**src/rtl/rr_sel_pkg.sv**
```systemverilog
// ============================================================================
// Module   : rr_sel_pkg
// Purpose  : Shared types and constants for the round-robin select arbiter.
// Revision : 1.0 - initial release
// ============================================================================
`default_nettype none

package rr_sel_pkg;

    localparam int NREQ  = 4;
    localparam int SEL_W = 2;

    typedef enum logic [1:0] {
        IDLE   = 2'd0,
        SWITCH = 2'd1,
        GRANT  = 2'd2
    } state_e;

endpackage

`default_nettype wire

```
**src/rtl/rr_pick.sv**
```systemverilog
// ============================================================================
// Module   : rr_pick
// Purpose  : Rotating-priority search: first set req bit at or after ptr.
// Revision : 1.0 - initial release
// ============================================================================
`default_nettype none

module rr_pick
    import rr_sel_pkg::*;
(
    input  logic [NREQ-1:0]  req,
    input  logic [SEL_W-1:0] ptr,
    output logic             found,
    output logic [SEL_W-1:0] idx
);

    logic [SEL_W-1:0] cand;

    // Walk from the farthest offset down so the nearest requester wins last.
    always_comb begin
        found = 1'b0;
        idx   = ptr;
        cand  = ptr;
        for (int i = NREQ - 1; i >= 0; i--) begin
            cand = ptr + SEL_W'(i);
            if (req[cand]) begin
                found = 1'b1;
                idx   = cand;
            end
        end
    end

endmodule

`default_nettype wire

```
**src/rtl/rr_sel_arbiter.sv**
```systemverilog
// ============================================================================
// Module   : rr_sel_arbiter
// Purpose  : 4-source round-robin arbiter driving a registered 4:1 mux select.
// Revision : 1.0 - initial release
// ============================================================================
`default_nettype none

module rr_sel_arbiter
    import rr_sel_pkg::*;
#(
    parameter int MAX_HOLD = 8
) (
    input  logic             clk,
    input  logic             rst_n,
    input  logic [NREQ-1:0]  req,
    input  logic             release_in,  // "release" is a reserved word
    input  logic             en,
    output logic [SEL_W-1:0] sel,
    output logic [NREQ-1:0]  gnt,
    output logic             valid,
    output logic             preempt
);

    localparam logic [7:0] HOLD_LAST = 8'(MAX_HOLD - 1);

    state_e           state_q,   state_d;
    logic [SEL_W-1:0] ptr_q,     ptr_d;
    logic [SEL_W-1:0] sel_q,     sel_d;
    logic [NREQ-1:0]  gnt_q,     gnt_d;
    logic             valid_q,   valid_d;
    logic             preempt_q, preempt_d;
    logic [7:0]       hold_q,    hold_d;

    logic             idle_found;
    logic [SEL_W-1:0] idle_idx;
    logic             next_found;
    logic [SEL_W-1:0] next_idx;
    logic [SEL_W-1:0] next_ptr;
    logic [NREQ-1:0]  owner_mask;
    logic             others;
    logic             forced;

    assign next_ptr   = sel_q + SEL_W'(1);
    assign owner_mask = NREQ'(1) << sel_q;

    rr_pick u_pick_idle (
        .req   (req),
        .ptr   (ptr_q),
        .found (idle_found),
        .idx   (idle_idx)
    );

    // Search from the pointer the owner will leave behind, so a grant exit
    // can chain straight into the next SWITCH.
    rr_pick u_pick_next (
        .req   (req),
        .ptr   (next_ptr),
        .found (next_found),
        .idx   (next_idx)
    );

    always_comb begin
        state_d   = state_q;
        ptr_d     = ptr_q;
        sel_d     = sel_q;
        gnt_d     = '0;
        valid_d   = 1'b0;
        preempt_d = 1'b0;
        hold_d    = '0;
        others    = |(req & ~owner_mask);
        forced    = (hold_q == HOLD_LAST) && others;

        case (state_q)
            IDLE: begin
                if (en && idle_found) begin
                    sel_d   = idle_idx;
                    state_d = SWITCH;
                end
            end
            SWITCH: begin
                state_d = GRANT;
                gnt_d   = owner_mask;
                valid_d = 1'b1;
            end
            GRANT: begin
                if (release_in || !req[sel_q] || forced) begin
                    preempt_d = !release_in && req[sel_q];
                    ptr_d     = next_ptr;
                    if (en && next_found) begin
                        sel_d   = next_idx;
                        state_d = SWITCH;
                    end else begin
                        state_d = IDLE;
                    end
                end else begin
                    gnt_d   = owner_mask;
                    valid_d = 1'b1;
                    hold_d  = (hold_q == HOLD_LAST) ? hold_q : hold_q + 8'd1;
                end
            end
            default: state_d = IDLE;
        endcase
    end

    always_ff @(posedge clk or negedge rst_n) begin
        if (!rst_n) begin
            state_q   <= IDLE;
            ptr_q     <= '0;
            sel_q     <= '0;
            gnt_q     <= '0;
            valid_q   <= 1'b0;
            preempt_q <= 1'b0;
            hold_q    <= '0;
        end else begin
            state_q   <= state_d;
            ptr_q     <= ptr_d;
            sel_q     <= sel_d;
            gnt_q     <= gnt_d;
            valid_q   <= valid_d;
            preempt_q <= preempt_d;
            hold_q    <= hold_d;
        end
    end

    assign sel     = sel_q;
    assign gnt     = gnt_q;
    assign valid   = valid_q;
    assign preempt = preempt_q;

endmodule

`default_nettype wire

```
**config.mk**
```make
export PLATFORM = sky130hd
export DESIGN_NAME = rr_sel_arbiter
export DESIGN_NICKNAME = d
export VERILOG_FILES = /design/src/rtl/rr_sel_pkg.sv /design/src/rtl/rr_pick.sv /design/src/rtl/rr_sel_arbiter.sv
export SDC_FILE = /design/constraint.sdc
export NUM_CORES = 1
export LEC_CHECK = 0
export BUFFER_PORTS_ARGS = -buffer_cell sky130_fd_sc_hd__buf_4
export CELL_PAD_IN_SITES_DETAIL_PLACEMENT = 0
export CELL_PAD_IN_SITES_GLOBAL_PLACEMENT = 2
export CORE_MARGIN = 2
export CORE_UTILIZATION = 36
export CTS_CLUSTER_DIAMETER = 120
export DETAILED_ROUTE_END_ITERATION = 16
export PLACE_DENSITY = 0.85
export SKIP_CTS_REPAIR_TIMING = 1
export SLEW_MARGIN = 25
export SYNTH_ARGS = -nofsm -noshare
export SYNTH_HDL_FRONTEND = slang
export SYNTH_SLANG_ARGS = --single-unit
```
**constraint.sdc**
```tcl
create_clock -name clk -period 2.5 [get_ports clk]
set_input_delay 0.625 -clock clk [delete_from_list [all_inputs] [get_ports clk]]
set_output_delay 0.625 -clock clk [all_outputs]
set_load 0.01 [all_outputs]
```
# ---- Yosys cells after proc, flatten, opt, wreduce, memory -nomap -nowiden
# Index checks and enable logic that the tools add are counted.
dict set report classes {
  n_reduce_logical 14
  shift 1
  n_eq_ne 7
  n_mux 51
  n_bitwise 2
  n_lt_le_gt_ge 9
  addsub 8
}
# operator count
set ops {}
lappend ops {{2-bit by 3-bit less-than comparator with 1-bit output (second input constant)} 9}
lappend ops {{2-bit 2-to-1 mux} 13}
lappend ops {{8-bit 2-to-1 mux} 3}
lappend ops {{1-bit 2-to-1 mux} 21}
lappend ops {{1-bit binary-select mux with 2-bit select} 9}
lappend ops {{2-bit adder (second input constant)} 4}
lappend ops {{8-bit by 1-bit adder with 8-bit output (second input constant)} 1}
lappend ops {{8-bit by 3-bit == test with 1-bit output (second input constant)} 1}
lappend ops {{4-bit one-hot mux with 2 select lines} 1}
lappend ops {{2-bit by 1-bit adder with 2-bit output (second input constant)} 3}
lappend ops {{2-bit inequality test (second input constant)} 3}
lappend ops {{2-bit one-hot mux with 3 select lines} 1}
lappend ops {{4-bit AND} 1}
lappend ops {{1-bit logical AND} 4}
lappend ops {{4-bit 2-to-1 mux} 1}
lappend ops {{4-bit NOT} 1}
lappend ops {{2-bit one-hot mux with 2 select lines} 1}
lappend ops {{2-bit AND reduction} 2}
lappend ops {{4-bit AND reduction} 1}
lappend ops {{4-bit OR reduction} 1}
lappend ops {{1-bit by 2-bit << shifter with 4-bit output (first input constant)} 1}
lappend ops {{3-bit inequality test (second input constant)} 1}
lappend ops {{2-bit by 1-bit == test with 1-bit output (second input constant)} 1}
lappend ops {{2-bit == test (second input constant)} 1}
lappend ops {{other kinds (5)} 7}
dict set report totals {
  out_inout_bits 8
  wordCells 99
  input_bits 8
  regBits 20
}

# ---- Logic depth before layout (Yosys ltp)
# Gate-level depths: netlist of run 1.
dict set report logic_depth {
  depth_word 12
  depth_mapped 8
  ltp_nobuf 7
}

# ---- Hierarchy
# Synthesis of run 1 repeated with hierarchy kept, for this count alone.
dict set report hier_totals {
  cells_unflattened 134
  hier_area_um2 1330.0
}
# mod cells_per_inst n_inst area_each_um2 seq_area_each_um2
set modules_own_cells {}
lappend modules_own_cells {rr_sel_arbiter 102 1 1129.8 500.5}
lappend modules_own_cells {rr_pick 16 2 100.1 0.0}

# ---- Worst setup path before layout of run 1
# Ideal clock, no wire load.
dict set report synth_timing {
  path_kind {register -> register}
  start {reg sel_q[0], in the netlist sel[0]}
  end {reg sel_q[1], in the netlist sel[1]}
  arrival_ns 1.986
  path_stages_with_launch 8
  slack_ns 0.390
  required_time_ns 2.375
  n_path_buf 1
  setup_time_ns 0.125
  synth_period_minus_slack_ns 2.110
  cell_sequence {dfrtp_1 clkbuf_1 inv_1 ha_1 nor3b_1 a2111oi_0 o22ai_1 mux2_2}
}
dict set report synth_between {
  elab_chain_cells 11
  elab_cells_between_ends 37
  classes_between {4 x add/sub; 2 x eq/ne; 1 x shift; 21 x mux; 2 x bitwise; 7 x reduce/logical}
}
# element line
set synth_rtl {}
lappend synth_rtl {{from (decl)} rr_sel_arbiter.sv:28} ;# logic [SEL_W-1:0] sel_q, sel_d;
lappend synth_rtl {{from (signal assigned)} rr_sel_arbiter.sv:117} ;# sel_q <= sel_d;
lappend synth_rtl {{2-bit by 1-bit adder with 2-bit output (*)} rr_sel_arbiter.sv:43} ;# assign next_ptr = sel_q + SEL_W'(1);
lappend synth_rtl {{named net next_ptr[0]} rr_sel_arbiter.sv:38} ;# logic [SEL_W-1:0] next_ptr;
lappend synth_rtl {{2-bit adder} rr_pick.sv:25} ;# cand = ptr + SEL_W'(i);
lappend synth_rtl {{1-bit binary-select mux with 2-bit select} rr_pick.sv:26} ;# if (req[cand]) begin
lappend synth_rtl {{1-bit 2-to-1 mux (not written as such)} rr_pick.sv:26}
lappend synth_rtl {{2-bit 2-to-1 mux or 1-bit 2-to-1 mux (tied branches) (4 in series)} rr_pick.sv:26}
lappend synth_rtl {{2-bit 2-to-1 mux or 1-bit logical AND (tied branches)} rr_sel_arbiter.sv:89} ;# if (en && next_found) begin
lappend synth_rtl {{2-bit 2-to-1 mux or 2-bit inequality test (tied branches)} n/a}
lappend synth_rtl {{2-bit one-hot mux with 2 select lines or 4-bit AND reduction (tied branches)} n/a}
# Mark *: on every way through the listed nets, which the timed path passes. The rest lies on a longest branch. The select of a mux whose other input is x is not followed.
# A chain may end at the register's enable or synchronous reset.

# ---- Final worst setup path of run 1
dict set report layout_timing {
  start {reg sel_q[1], in the netlist sel[1]}
  end {reg sel_q[1], in the netlist sel[1]}
}
# Same word-level chain as after synthesis.

==> reports/metrics.yaml, run 1 <==
clock_insertion_delay_at_the_later_pin_of_the_skew_report_ps: 300
crit_path_top_delay_cell: "sky130_fd_sc_hd__dfrtp_1"
total_global_routing_track_utilization: 0.1386
report.power.total_mw: 1.331
ys_ff_latch: 20
grt_max_degree: 21
worst_setup_hold_path_clk_slew_ps: 110
worst_path_max_stage_delay_ps: 530
synth-async-reset-ratio: 1.000
synth.largest_area_cell: "sky130_fd_sc_hd__dfrtp_1"
floorplan.core_area_mm2: 0.003390
design.portCount: 16
cts_buffers: 3
finalWirelength_um: 2619
cts_buffer_depth: 2
nFillCells: 315
synth_top_family_by_area: "simple AND/OR/NAND/NOR gates"
fin_nets: 165
timing.critical_path.fanout_max: 8
ant_nets: 0
ys_dominant_reg_cell: "sky130_fd_sc_hd__dfrtp_1"
post_synth_and_or_nand_nor_area_fraction: 0.1954
grt_pass1_vias: 987
worst-r2r-cell-count: 6
synth_area_per_cell_um2: 9.924
r2r-end: "sel[1]"
critical_path.reg2reg.startpoint: "sel[1]"
number_of_synthesized_flops_with_an_enable_pin: 0
setup_repair_after_global_routing_missed_its_margin: "no"
synth-seq-area-share: 0.3850
die_area_mm2: 0.004108
vias_per_cell: 5.182
crit_arrival_ps: 2320
setup_viol: 0
timing.setup.critical_path_class: "reg -> reg"
synth_fp_nets: 149
tightest_slew_ps: 455.4
critical_path.startpoint_type: "register"
gpl.final_weighted_congestion: 0.7443
kind_of_end_point_of_the_critical_path: "register"
placement_rows: 21
drc: 0
regArea_um2: 500.5
synth_compound_area_frac: 0.1646
synth_instances: 131
die_width_um: 64.09
min_period_ps: 2123
multi_input_comb_area_um2: 747.0
synthDominantCellAreaShare: 0.3850
cts.sinks: 20
list_of_most_frequent_post_synthesis_cells: "sky130_fd_sc_hd__dfrtp_1 (20), sky130_fd_sc_hd__ha_1 (10), sky130_fd_sc_hd__nor2_1 (10)"
detailedPlacementHpwl_um: 1926
drtIter0Drc: 34
count_of_antenna_diodes_in_the_layout: 0
power_density_mw_per_mm2: 880.4
clock_root_buffer: "sky130_fd_sc_hd__clkbuf_4"
wire_per_inst_um: 13.64
cp_required_ps: 2700
post_synth_main_area_contributors: "sky130_fd_sc_hd__dfrtp_1 (38%), sky130_fd_sc_hd__ha_1 (9.6%), sky130_fd_sc_hd__nand2b_1 (3.4%), sky130_fd_sc_hd__xor2_1 (3.4%), sky130_fd_sc_hd__a21oi_1 (3.1%)"
worst_ir_drop_vdd_mv: 0.6062
numPortBuffers: 15
htree_num_levels: 1
final.setup_skew_ps: 1.098
fin_crit_sh: 0.8493
grt.overflow.total: 0
fmax_ghz: 0.4710
yosys.cell_count.top_type: "sky130_fd_sc_hd__dfrtp_1"
grt_pass1_wl_um: 4554
netlist_area_mm2: 0.001300
initial_utilization: 0.3835
synth.area.mux_share: 0.07796
synth.lib_cells_used.distinct: 42
drive_gt1_frac: 0.2260
die_height_um: 64.09
tritoncts: "built"
antenna_violations_before_repair: 0
drt-pass1-iter-count: 4
rrSetupSlack_ps: 380
maxCapViolCount: 0
finalHoldViolations: 0
cellLeakagePower_nw: 0.7086
startpoint: "sel[1]"
synth_xor_area_frac: 0.04042
dr_total_vias: 995
run_status: "completed"
drv_slew: 0
syn2layout_area_growth_pct: 16.27
synthAdderAreaFrac: 0.09625
slew_margin_rel: 0.6886
critical_path_cell_by_cell: "inv_1 -> ha_1 -> nor2_1 -> a2111oi_0 -> o22ai_1 -> mux2_2"
totalNegativeSetupSlack_ps: 0
synthesis.yosys.warnings: 0
hold_path_class: "in -> async"
==> stage by stage <==
step           hold slack, ps  setup WS (ps)  utilization  cells  area [um^2]
2_1_floorplan           329.4          389.6            -    131         1300
3_3_place_gp            513.0          378.3       0.4304    188         1459
3_5_place_dp            519.6          378.9       0.4304    188         1459
4_1_cts                 168.8          374.0       0.4459    192         1511
5_1_grt                 165.2          251.4       0.4459    192         1511
6_report                175.2          376.8       0.4459    192         1511
==> cells in the final DEF, fill, tap and decap left out, types with 2 or more instances in the layout <==
cell type / count
sky130_fd_sc_hd__clkbuf_4: 3
sky130_fd_sc_hd__nor2_1: 10
sky130_fd_sc_hd__buf_4: 16
sky130_fd_sc_hd__nand2b_1: 7
sky130_fd_sc_hd__mux2_2: 3
sky130_fd_sc_hd__a21oi_1: 8
sky130_fd_sc_hd__ha_1: 10
sky130_fd_sc_hd__nand3_1: 4
sky130_fd_sc_hd__o22ai_1: 5
sky130_fd_sc_hd__xor2_1: 5
sky130_fd_sc_hd__and2_1: 4
sky130_fd_sc_hd__a211oi_1: 2
sky130_fd_sc_hd__nor3b_1: 2
sky130_fd_sc_hd__nor3_1: 2
sky130_fd_sc_hd__o21ai_0: 2
sky130_fd_sc_hd__nor2b_1: 2
sky130_fd_sc_hd__mux2i_1: 3
sky130_fd_sc_hd__nand2_1: 4
sky130_fd_sc_hd__inv_1: 9
sky130_fd_sc_hd__o21a_1: 2
sky130_fd_sc_hd__dfrtp_1: 20
==> state kept, by name, indices dropped and copies added, names as in the netlist <==
signal   flops
valid        1
state_q      2
preempt      1
ptr_q        2
gnt          4
sel          2
hold_q       8
==> cells by family after synthesis <==
| group | Yosys count |
|---|---|
| flops | 20 |
| simple gates | 43 |
| fa+ha+maj | 10 |
| compound gates | 30 |
| xor+xnor | 6 |
| buf+inv | 14 |
| mux | 8 |
==> worst max-delay path by stage <==
stage | endpoint | depth (start not counted)
floorplan | sel[1] | 7
global placement | sel[1] | 6
detailed placement | sel[0] | 6
CTS | sel[1] | 6
global route | sel[1] | 6
finish | sel[1] | 6
==> routing by layer <==
metal | part of all wire | track usage | up-vias | routed length [um]
met2 | 0.47 | 0.2227 | 25 | 1233
met4 | 0 | 0.02660 | 0 | 0
met3 | 0.038 | 0.03169 | 0 | 100
met5 | 0 | 0 | - | 0
met1 | 0.49 | 0.1922 | 477 | 1285
li1 | - | - | 493 | -
==> cell type report <==
cell class	instances	area share
multi-input cells	97	0.4942
flip-flops and latches	20	0.3311
repair buffers	16	0.07947
well taps	46	0.03808
inverters	9	0.02235
clock inverters	1	0.01987
clock buffers	3	0.01490
==> worst max-delay path, delay by kind of cell (launching register included) <==
kind / cells / cell delay, ps
flip-flops: 1 / 530
AO/OA/AOI/OAI: 2 / 600
adder cells (fa/ha/maj): 1 / 440
multiplexers: 1 / 270
AND/OR/NAND/NOR: 1 / 80
buffers and inverters: 1 / 110
==> where the power goes <==
part / internal [mW] / switching (mW) / leakage, nW / total (mW)
registers: 0.391 / 0.0868 / 0.267 / 0.477
clock network: 0.162 / 0.102 / 0.0279 / 0.264
logic: 0.299 / 0.290 / 0.414 / 0.590
total: 0.852 / 0.479 / 0.709 / 1.33
Note: power is estimated with default switching activity, not from simulation.
==> run 2, diff against run 1 <==
CORE_UTILIZATION = 32   (was 36)
PLACE_DENSITY = 0.8   (was 0.85)
clock period = 1.7 ns   (was 2.5 ns; I/O delays follow)
==> run 2 against run 1 <==
  * The flow now finishes with violations (negative setup slack)
  * Clock skew rose by 1.5 ps
  * Die area rose by 12%
  * Core utilization rose by 2.8 points
  * Worst setup slack got worse by 540 ps
  * Sequential power rose by 44%
  * Total power rose by 79%
  * Combinational power rose by 130%
  * Largest cell class unchanged
  * Highest routed layer is now met4
==> reports/metrics.yaml, run 2 (same netlist as run 1, synthesis figures left out) <==
run_status: "finished with violations"
failed_checks: "negative setup slack"
drc: 0
placement_rows: 23
design.portCount: 16
numPortBuffers: 15
die_height_um: 67.74
fin_crit_sh: 1.098
detailedPlacementHpwl_um: 2450
finalHoldViolations: 0
maxCapViolCount: 0
register_ranked_first_by_flip_flop_count: "hold_q"
setup_viol: 12
timing.critical_path.fanout_max: 4
worst_ir_drop_vdd_mv: 0.3739
wire_per_inst_um: 13.93
die_width_um: 67.74
kind_of_end_point_of_the_critical_path: "register"
cts_buffer_depth: 2
htree_num_levels: 1
syn2layout_area_growth_pct: 43.79
crit_arrival_ps: 2010
grt.overflow.total: 0
timing.setup.critical_path_class: "reg -> reg"
antenna_violations_before_repair: 0
floorplan.core_area_mm2: 0.003943
leading_cell_type_in_the_layout_fill_and_taps_excluded: "sky130_fd_sc_hd__buf_4"
setup_slack_ps: -166.6
cp_required_ps: 1840
report.power.total_mw: 2.378
crit_path_top_delay_cell: "sky130_fd_sc_hd__or4_4"
count_of_antenna_diodes_in_the_layout: 0
drtIter0Drc: 29
finalWirelength_um: 3190
largest_register_ffs: 8
cts.sinks: 20
tightest_slew_ps: 324.6
critical_path.startpoint_type: "register"
finalHoldWorstSlack_ps: 38.12
worst_path_max_stage_delay_ps: 540
grt_pass1_vias: 1081
hold_path_class: "in -> async"
totalNegativeSetupSlack_ps: -1122
slew_margin_rel: 0.7831
setup_repair_after_global_routing_missed_its_margin: "yes"
cts_buffers: 3
grt_max_degree: 21
drv_slew: 0
die_area_mm2: 0.004588
dp_cells: 222
post_layout_nonfiller_instances: 229
critical_path_cell_by_cell: "or4_4 -> nor3_4 -> nand2_2 -> a31o_1 -> mux2_4"
tritoncts: "built"
fmax_ghz: 0.5357
worst_setup_hold_path_clk_slew_ps: 70
final.setup_skew_ps: 2.553
total_global_routing_track_utilization: 0.1424
final_core_utilization: 0.4741
grt_pass1_wl_um: 4878
drt-pass1-iter-count: 4
gpl.final_weighted_congestion: 0.7869
drive_gt1_frac: 0.4525
min_period_ps: 1867
clock_insertion_delay_at_the_later_pin_of_the_skew_report_ps: 250
dr_total_vias: 1119
power_density_mw_per_mm2: 1272
clock_root_buffer: "sky130_fd_sc_hd__clkbuf_8"
ant_nets: 0
vias_per_cell: 4.886
layout.cells.most_common_list: "sky130_fd_sc_hd__buf_4 (45), sky130_fd_sc_hd__dfrtp_1 (18), sky130_fd_sc_hd__nor2_1 (10)"
cellLeakagePower_nw: 0.8828
fin_nets: 198
initial_utilization: 0.3297
## run 2: metrics by stage
stage,cell area [um^2],setup WS (ps)
detailed placement,1708,-181.5
CTS,1763,-199.6
global route,1869,-235.8
floorplan,1329,-230.5
finish,1869,-166.6
global placement,1708,-130.2
## run 2: layout make-up
cell class,instances,area [um^2]
clock buffers,4,55.05
fillers,367,2073
multi-input cells,97,832.0
well taps,50,62.56
flip-flops and latches,20,503.0
repair buffers,49,382.9
inverters,9,33.78
## run 2: critical path, delay by kind of cell, from the launching register on
kind | cells | cell delay [ps]
AND/OR/NAND/NOR | 3 | 830
flip-flops | 1 | 380
multiplexers | 1 | 300
AO/OA/AOI/OAI | 1 | 240
## run 2: layer usage
| metal | routed length, um | part of all wire | track usage |
|---|---|---|---|
| met1 | 1376 | 0.43 | 0.1679 |
| met2 | 1717 | 0.54 | 0.2623 |
| met3 | 69 | 0.022 | 0.02167 |
| met4 | 27 | 0.0085 | 0.04337 |
| met5 | 0 | 0 | 0 |
## run 2: report_power, final
part           switching [mW]  total [mW]  leakage, nW  internal, mW
registers               0.108       0.689        0.265         0.580
logic                   0.586        1.33        0.589         0.740
clock network           0.157       0.363       0.0288         0.206
total                   0.851        2.38        0.883          1.53
## run 2: path summary, 6_finish.rpt
path,from,to,slack (ps),cells after the start
setup / recovery,hold_q[6],ptr_q[1],-170,5
hold / removal,rst_n,gnt[2],40,1
setup reg to reg,hold_q[6],ptr_q[1],-170,5
hold reg to reg,hold_q[1],hold_q[1],560,2
max in group asynchronous,rst_n,sel[1],1440,1
min in group clk,hold_q[1],hold_q[1],560,2
